### src/rtl/pipe_stage_skid_if.sv
// Handshake and bus bundle for pipe_stage_skid: upstream push side, downstream pop side,
// flush and stall counter. The stage itself uses the slave modport.
interface pipe_stage_skid_if #(
  parameter int unsigned CTRL_W = 3,
  parameter int unsigned DATA_W = 64,
  parameter int unsigned RD_W   = 5,
  parameter int unsigned CNT_W  = 16
);
  logic              in_valid;
  logic              in_ready;
  logic [CTRL_W-1:0] in_ctrl;
  logic [DATA_W-1:0] in_data;
  logic [RD_W-1:0]   in_rd;
  logic              flush;
  logic              out_valid;
  logic              out_ready;
  logic [CTRL_W-1:0] out_ctrl;
  logic [DATA_W-1:0] out_data;
  logic [RD_W-1:0]   out_rd;
  logic [CNT_W-1:0]  stall_cnt;

  modport master (
    output in_valid, in_ctrl, in_data, in_rd, flush, out_ready,
    input  in_ready, out_valid, out_ctrl, out_data, out_rd, stall_cnt
  );

  modport slave (
    input  in_valid, in_ctrl, in_data, in_rd, flush, out_ready,
    output in_ready, out_valid, out_ctrl, out_data, out_rd, stall_cnt
  );
endinterface

### src/rtl/pipe_stage_skid.sv
// Parametrised pipeline stage register with a two-entry skid buffer (main + skid),
// registered ready, flush/bubble gating of control bits and a saturating stall counter.
module pipe_stage_skid #(
  parameter int unsigned CTRL_W          = 3,
  parameter int unsigned DATA_W          = 64,
  parameter int unsigned RD_W            = 5,
  parameter bit          FLUSH_ZERO_DATA = 1'b1,
  parameter int unsigned CNT_W           = 16
) (
  input  logic             clk,
  input  logic             rst,
  pipe_stage_skid_if.slave bus
);

  logic              r_m_valid;
  logic [CTRL_W-1:0] r_m_ctrl;
  logic [DATA_W-1:0] r_m_data;
  logic [RD_W-1:0]   r_m_rd;
  logic              r_s_valid;
  logic [CTRL_W-1:0] r_s_ctrl;
  logic [DATA_W-1:0] r_s_data;
  logic [RD_W-1:0]   r_s_rd;
  logic [CNT_W-1:0]  r_stall_cnt;

  logic w_push;
  logic w_pop;

  // Ready is the inverse of skid occupancy, so it never depends on out_ready.
  assign w_push = bus.in_valid & ~r_s_valid;
  assign w_pop  = r_m_valid & bus.out_ready;

  always_ff @(posedge clk or posedge rst) begin
    if (rst) begin
      r_m_valid   <= 1'b0;
      r_m_ctrl    <= '0;
      r_m_data    <= '0;
      r_m_rd      <= '0;
      r_s_valid   <= 1'b0;
      r_s_ctrl    <= '0;
      r_s_data    <= '0;
      r_s_rd      <= '0;
      r_stall_cnt <= '0;
    end else begin
      if (r_m_valid && !bus.out_ready && (r_stall_cnt != '1)) begin
        r_stall_cnt <= r_stall_cnt + 1'b1;
      end

      if (bus.flush) begin
        r_m_valid <= 1'b0;
        r_s_valid <= 1'b0;
        r_m_ctrl  <= '0;
        r_s_ctrl  <= '0;
        if (FLUSH_ZERO_DATA) begin
          r_m_data <= '0;
          r_m_rd   <= '0;
          r_s_data <= '0;
          r_s_rd   <= '0;
        end
      end else if (!r_m_valid) begin
        if (w_push) begin
          r_m_valid <= 1'b1;
          r_m_ctrl  <= bus.in_ctrl;
          r_m_data  <= bus.in_data;
          r_m_rd    <= bus.in_rd;
        end
      end else if (!r_s_valid) begin
        if (w_pop && w_push) begin
          r_m_ctrl <= bus.in_ctrl;
          r_m_data <= bus.in_data;
          r_m_rd   <= bus.in_rd;
        end else if (w_pop) begin
          r_m_valid <= 1'b0;
        end else if (w_push) begin
          r_s_valid <= 1'b1;
          r_s_ctrl  <= bus.in_ctrl;
          r_s_data  <= bus.in_data;
          r_s_rd    <= bus.in_rd;
        end
      end else if (w_pop) begin
        r_m_ctrl  <= r_s_ctrl;
        r_m_data  <= r_s_data;
        r_m_rd    <= r_s_rd;
        r_s_valid <= 1'b0;
      end
    end
  end

  assign bus.in_ready  = ~r_s_valid;
  assign bus.out_valid = r_m_valid;
  assign bus.out_ctrl  = r_m_valid ? r_m_ctrl : '0;
  assign bus.out_data  = r_m_data;
  assign bus.out_rd    = r_m_rd;
  assign bus.stall_cnt = r_stall_cnt;

endmodule

### src/flat_wrapper.sv
// flat-port wrapper written by rule: the top's interface ports become plain ports
module pipe_stage_skid_flat 
#(
  parameter int unsigned CTRL_W          = 3,
  parameter int unsigned DATA_W          = 64,
  parameter int unsigned RD_W            = 5,
  parameter bit          FLUSH_ZERO_DATA = 1'b1,
  parameter int unsigned CNT_W           = 16
)
  (clk, rst, bus_in_valid, bus_in_ctrl, bus_in_data, bus_in_rd, bus_flush, bus_out_ready, bus_in_ready, bus_out_valid, bus_out_ctrl, bus_out_data, bus_out_rd, bus_stall_cnt);
  pipe_stage_skid_if #(.CTRL_W(CTRL_W), .DATA_W(DATA_W), .RD_W(RD_W), .CNT_W(CNT_W)) bus_i ();
  input  logic clk;
  input  logic rst;
  input wire logic [$bits(bus_i.in_valid)-1:0] bus_in_valid;
  input wire logic [$bits(bus_i.in_ctrl)-1:0] bus_in_ctrl;
  input wire logic [$bits(bus_i.in_data)-1:0] bus_in_data;
  input wire logic [$bits(bus_i.in_rd)-1:0] bus_in_rd;
  input wire logic [$bits(bus_i.flush)-1:0] bus_flush;
  input wire logic [$bits(bus_i.out_ready)-1:0] bus_out_ready;
  output wire logic [$bits(bus_i.in_ready)-1:0] bus_in_ready;
  output wire logic [$bits(bus_i.out_valid)-1:0] bus_out_valid;
  output wire logic [$bits(bus_i.out_ctrl)-1:0] bus_out_ctrl;
  output wire logic [$bits(bus_i.out_data)-1:0] bus_out_data;
  output wire logic [$bits(bus_i.out_rd)-1:0] bus_out_rd;
  output wire logic [$bits(bus_i.stall_cnt)-1:0] bus_stall_cnt;
  assign bus_i.in_valid = bus_in_valid;
  assign bus_i.in_ctrl = bus_in_ctrl;
  assign bus_i.in_data = bus_in_data;
  assign bus_i.in_rd = bus_in_rd;
  assign bus_i.flush = bus_flush;
  assign bus_i.out_ready = bus_out_ready;
  assign bus_in_ready = bus_i.in_ready;
  assign bus_out_valid = bus_i.out_valid;
  assign bus_out_ctrl = bus_i.out_ctrl;
  assign bus_out_data = bus_i.out_data;
  assign bus_out_rd = bus_i.out_rd;
  assign bus_stall_cnt = bus_i.stall_cnt;
  pipe_stage_skid #(.CTRL_W(CTRL_W), .DATA_W(DATA_W), .RD_W(RD_W), .FLUSH_ZERO_DATA(FLUSH_ZERO_DATA), .CNT_W(CNT_W)) u_core (.clk(clk), .rst(rst), .bus(bus_i));
endmodule
### config.mk
export PLATFORM = sky130hd
export DESIGN_NAME = pipe_stage_skid_flat
export DESIGN_NICKNAME = d
export VERILOG_FILES = /design/src/rtl/pipe_stage_skid_if.sv /design/src/rtl/pipe_stage_skid.sv /design/src/flat_wrapper.sv
export SDC_FILE = /design/constraint.sdc
export NUM_CORES = 1
export LEC_CHECK = 0
export BUFFER_PORTS_ARGS = -buffer_cell sky130_fd_sc_hd__buf_2
export CORE_UTILIZATION = 54
export CTS_CLUSTER_SIZE = 28
export DETAILED_ROUTE_END_ITERATION = 12
export GPL_ROUTABILITY_DRIVEN = 0
export GPL_TIMING_DRIVEN = 0
export PLACE_DENSITY = 0.8
export SETUP_SLACK_MARGIN = 0.2
export SLEW_MARGIN = 0
export SYNTH_ARGS = -nofsm -noshare
export SYNTH_HDL_FRONTEND = slang
export SYNTH_SLANG_ARGS = --single-unit
export TNS_END_PERCENT = 100
### constraint.sdc
create_clock -name clk -period 7.07 [get_ports clk]
set_clock_uncertainty 0.05 [all_clocks]
set_input_delay 1.414 -clock clk [delete_from_list [all_inputs] [get_ports clk]]
set_output_delay 1.414 -clock clk [all_outputs]
set_load 0.03 [all_outputs]
==> flow_summary_export.csv <==
group,metric,value,unit
final_layout,area_growth,22.6,%
global_route,gr-total-overflow,0,
run,max_cap_violations,0,
sta,fin_crit_sh,39.6,%
sta,tightestPinTransition,0.763,ns
synthesis,synth_common_cells,"nand2_1, dfrtp_1, a21oi_1",
critical_path,r2r-end,"u_core.r_s_ctrl[0]",
sta,max_freq,0.357,GHz
synthesis,yosys.area.top_type_share,54.8,%
pwr,leakagePower,4.40,nW
synthesis,ys_ff_latch,162,
floorplanning,num_rows,42,
placed_design,placed_cell_area,0.00848,mm2
sta,max-slew-margin-rel,48.9,%
placed_design,placed_cells,1140,
routing,antenna_left,0,
critical_path,cp_cell_sequence,"buf_2 > nand2b_1 > nor2_1 > clkbuf_1 > nand2_1 > a21oi_1",
global_route,grt_use_total,26.4,%
critical_path,rrSetupSlack,4.94,ns
clocking,cts-root-buf,"clkbuf_16",
final_layout,antenna_cells,0,
floorplanning,ios,167,
critical_path,cp_slowest_cell,"nor2_1",
routing,drt_wl_total,17.9,mm
synthesis,yosysMostFrequentCell,"nand2_1",
critical_path,worstPathRequired,7.36,ns
synthesis,synth_seq_area_share,54.8,%
synthesis,synth_cell_types,32,
placed_design,dpl.hpwl,12.2,mm
final_layout,nNetsFinal,1061,
synthesis,synth_nets,875,
floorplanning,initial_utilization,55.6,%
final_layout,final_cell_area,0.00907,mm2
critical_path,cp_max_fo,10,
synthesis,synthArstFlopShare,100,%
global_route,grt_pass1_vias,5862,
global_route,antenna_found_initial,0,
sta,rsz0062_at_grt,"no",
synthesis,synth-edff-count,0,
synthesis,yosysTopAreaCell,"dfrtp_1",
clocking,clkSlewWorstSetupHoldPaths,0.06,ns
floorplanning,floorplan.die.width,119,um
critical_path,critPathKind,"in -> reg",
clocking,hold_buffers,0,
synthesis,yosys_most_used_dff,"dfrtp_1",
synthesis,synthCells,797,
sta,setup_viol,0,
sta,holdWs,0.439,ns
min_path,min-delay-start,"u_core.bus.out_data[28]",
clocking,cts_tree,"built",
final_layout,fill_cells,1099,
clocking,cts_buffers,17,
sta,setup_ws,4.27,ns
clocking,post_cts_buffers,0,
routing,wire_per_inst,15.3,um
synthesis,syn_area,0.00740,mm2
critical_path,startpoint_type,"input pin",
sta,hold_viol,0,
routing,drt_iter0_drc,504,
routing,via_count,6345,
synthesis,yosys-top-cells-area,"dfrtp_1, nand2_1, mux2_2",
min_path,whs_endpoint,"u_core.bus.out_data[28]",
floorplanning,fp.dieH,119,um
critical_path,end_kind,"flip-flop",
placed_design,place_ws,3.77,ns
clocking,clock_latency,0.43,ns
pwr,ir_drop,0.177,mV
critical_path,max_stage_delay,0.62,ns
floorplanning,core,0.0133,mm2
sta,slew_violations,0,
critical_path,cp.arrival,3.09,ns
sta,period_needed,2.80,ns
clocking,cts_sinks,162,
routing,viasPerCell,5.42,
critical_path,timing.rr.start,"u_core.bus.out_valid",
floorplanning,dieArea,0.0142,mm2
routing,drt_first_pass_iters,7,
critical_path,reg2regPathDepth,6,
clocking,clockBufferDepth,2,
synthesis,syn_avg_cell_area,9.28,um2
routing,drc_errors,0,
clocking,cts-htree-levels,4,
min_path,whs_path_depth,1,
global_route,grt_pass1_wl,29.1,mm
status,status,"completed",
synthesis,ys_warn_count,0,
final_layout,stdcell_count,1171,
clocking,cts_resized,0,
global_route,grt_max_degree,127,
final_layout,layout-drive-gt1-share,28.2,%
placed_design,portBuffers,166,
min_path,hp-class,"reg -> reg",
pwr,power.density,257,mW/mm2
power breakdown:
group / internal, mW / switching (mW)
logic: 0.130 / 0.248
clock network: 0.581 / 0.343
registers: 0.990 / 0.0421
total: 1.70 / 0.633
logic make-up after synthesis:
| group | share of synthesized area, % |
|---|---|
| buf+inv | 3.43 |
| simple gates | 18.3 |
| mux | 11.6 |
| flops | 54.8 |
| xor+xnor | 1.30 |
| compound gates | 10.5 |
| fa+ha+maj | 0.169 |
registers in the layout, indices dropped and copies added (netlist names):
register              cells
u_core.r_s_ctrl           3
u_core.r_s_valid          1
u_core.r_s_data          64
u_core.bus.out_valid      1
u_core.bus.stall_cnt     16
u_core.bus.out_data      64
u_core.bus.out_rd         5
u_core.r_m_ctrl           3
u_core.r_s_rd             5
worst max-delay path: cells and delay by family:
family / cells / cell delay [ns]
compound gates: 1 / 0.16
simple gates: 3 / 0.94
buf+inv: 2 / 0.57
layout make-up:
type,instances,area (um2),area share [%]
buffer,56,243,2.68
timing repair buffer,167,858,9.46
tap,176,220,2.43
sequential,162,4050,44.7
clock inverter,5,100,1.10
multi-input combinational,576,3090,34.1
inverter,3,18.8,0.207
clock buffer,26,489,5.39
how the worst max path moves through the flow:
stage                        startpoint                     end  slack [ns]  cells past startpoint
after global routing      bus_out_ready     u_core.r_s_data[53]        4.07                      6
after CTS                 bus_out_ready     u_core.r_s_data[18]        4.19                      6
final                     bus_out_ready      u_core.r_s_ctrl[0]        4.27                      6
after detailed placement      bus_flush      u_core.r_s_ctrl[0]        3.77                      5
after global placement              rst    u_core.bus.out_rd[2]       -0.66                      2
after floorplan                     rst  u_core.bus.out_data[0]        1.23                      1
through the flow:
stage	total power, mW	utilization, %	setup TNS (ns)
6_report	2.33	68.2	0
5_1_grt	2.42	68.2	0
4_1_cts	2.35	68.2	0
3_5_place_dp	1.43	63.8	0
3_3_place_gp	1.42	63.5	-105.37
2_1_floorplan	1.30	-	0
per-layer routing:
| layer | routed length (um) | track usage [%] | vias to the layer above | part of all wire (%) |
|---|---|---|---|---|
| li1 | - | - | 3010 | - |
| met1 | 7910 | 36.0 | 3099 | 44 |
| met2 | 8650 | 41.6 | 213 | 48 |
| met3 | 1130 | 6.56 | 23 | 6.3 |
| met4 | 259 | 8.39 | 0 | 1.4 |
| met5 | 0 | 0 | - | 0 |
layout by cell type (no fill, tap or decap), drive strengths merged, types with 4 or more instances in the layout:
cell      n
a21oi   149
and2      4
and3      5
buf     181
clkbuf   68
dfrtp   162
mux2     76
nand2   297
nand3     4
nand4     8
nor2      4
nor3      4
xnor2     8
Note: power is estimated with default switching activity, not from simulation.
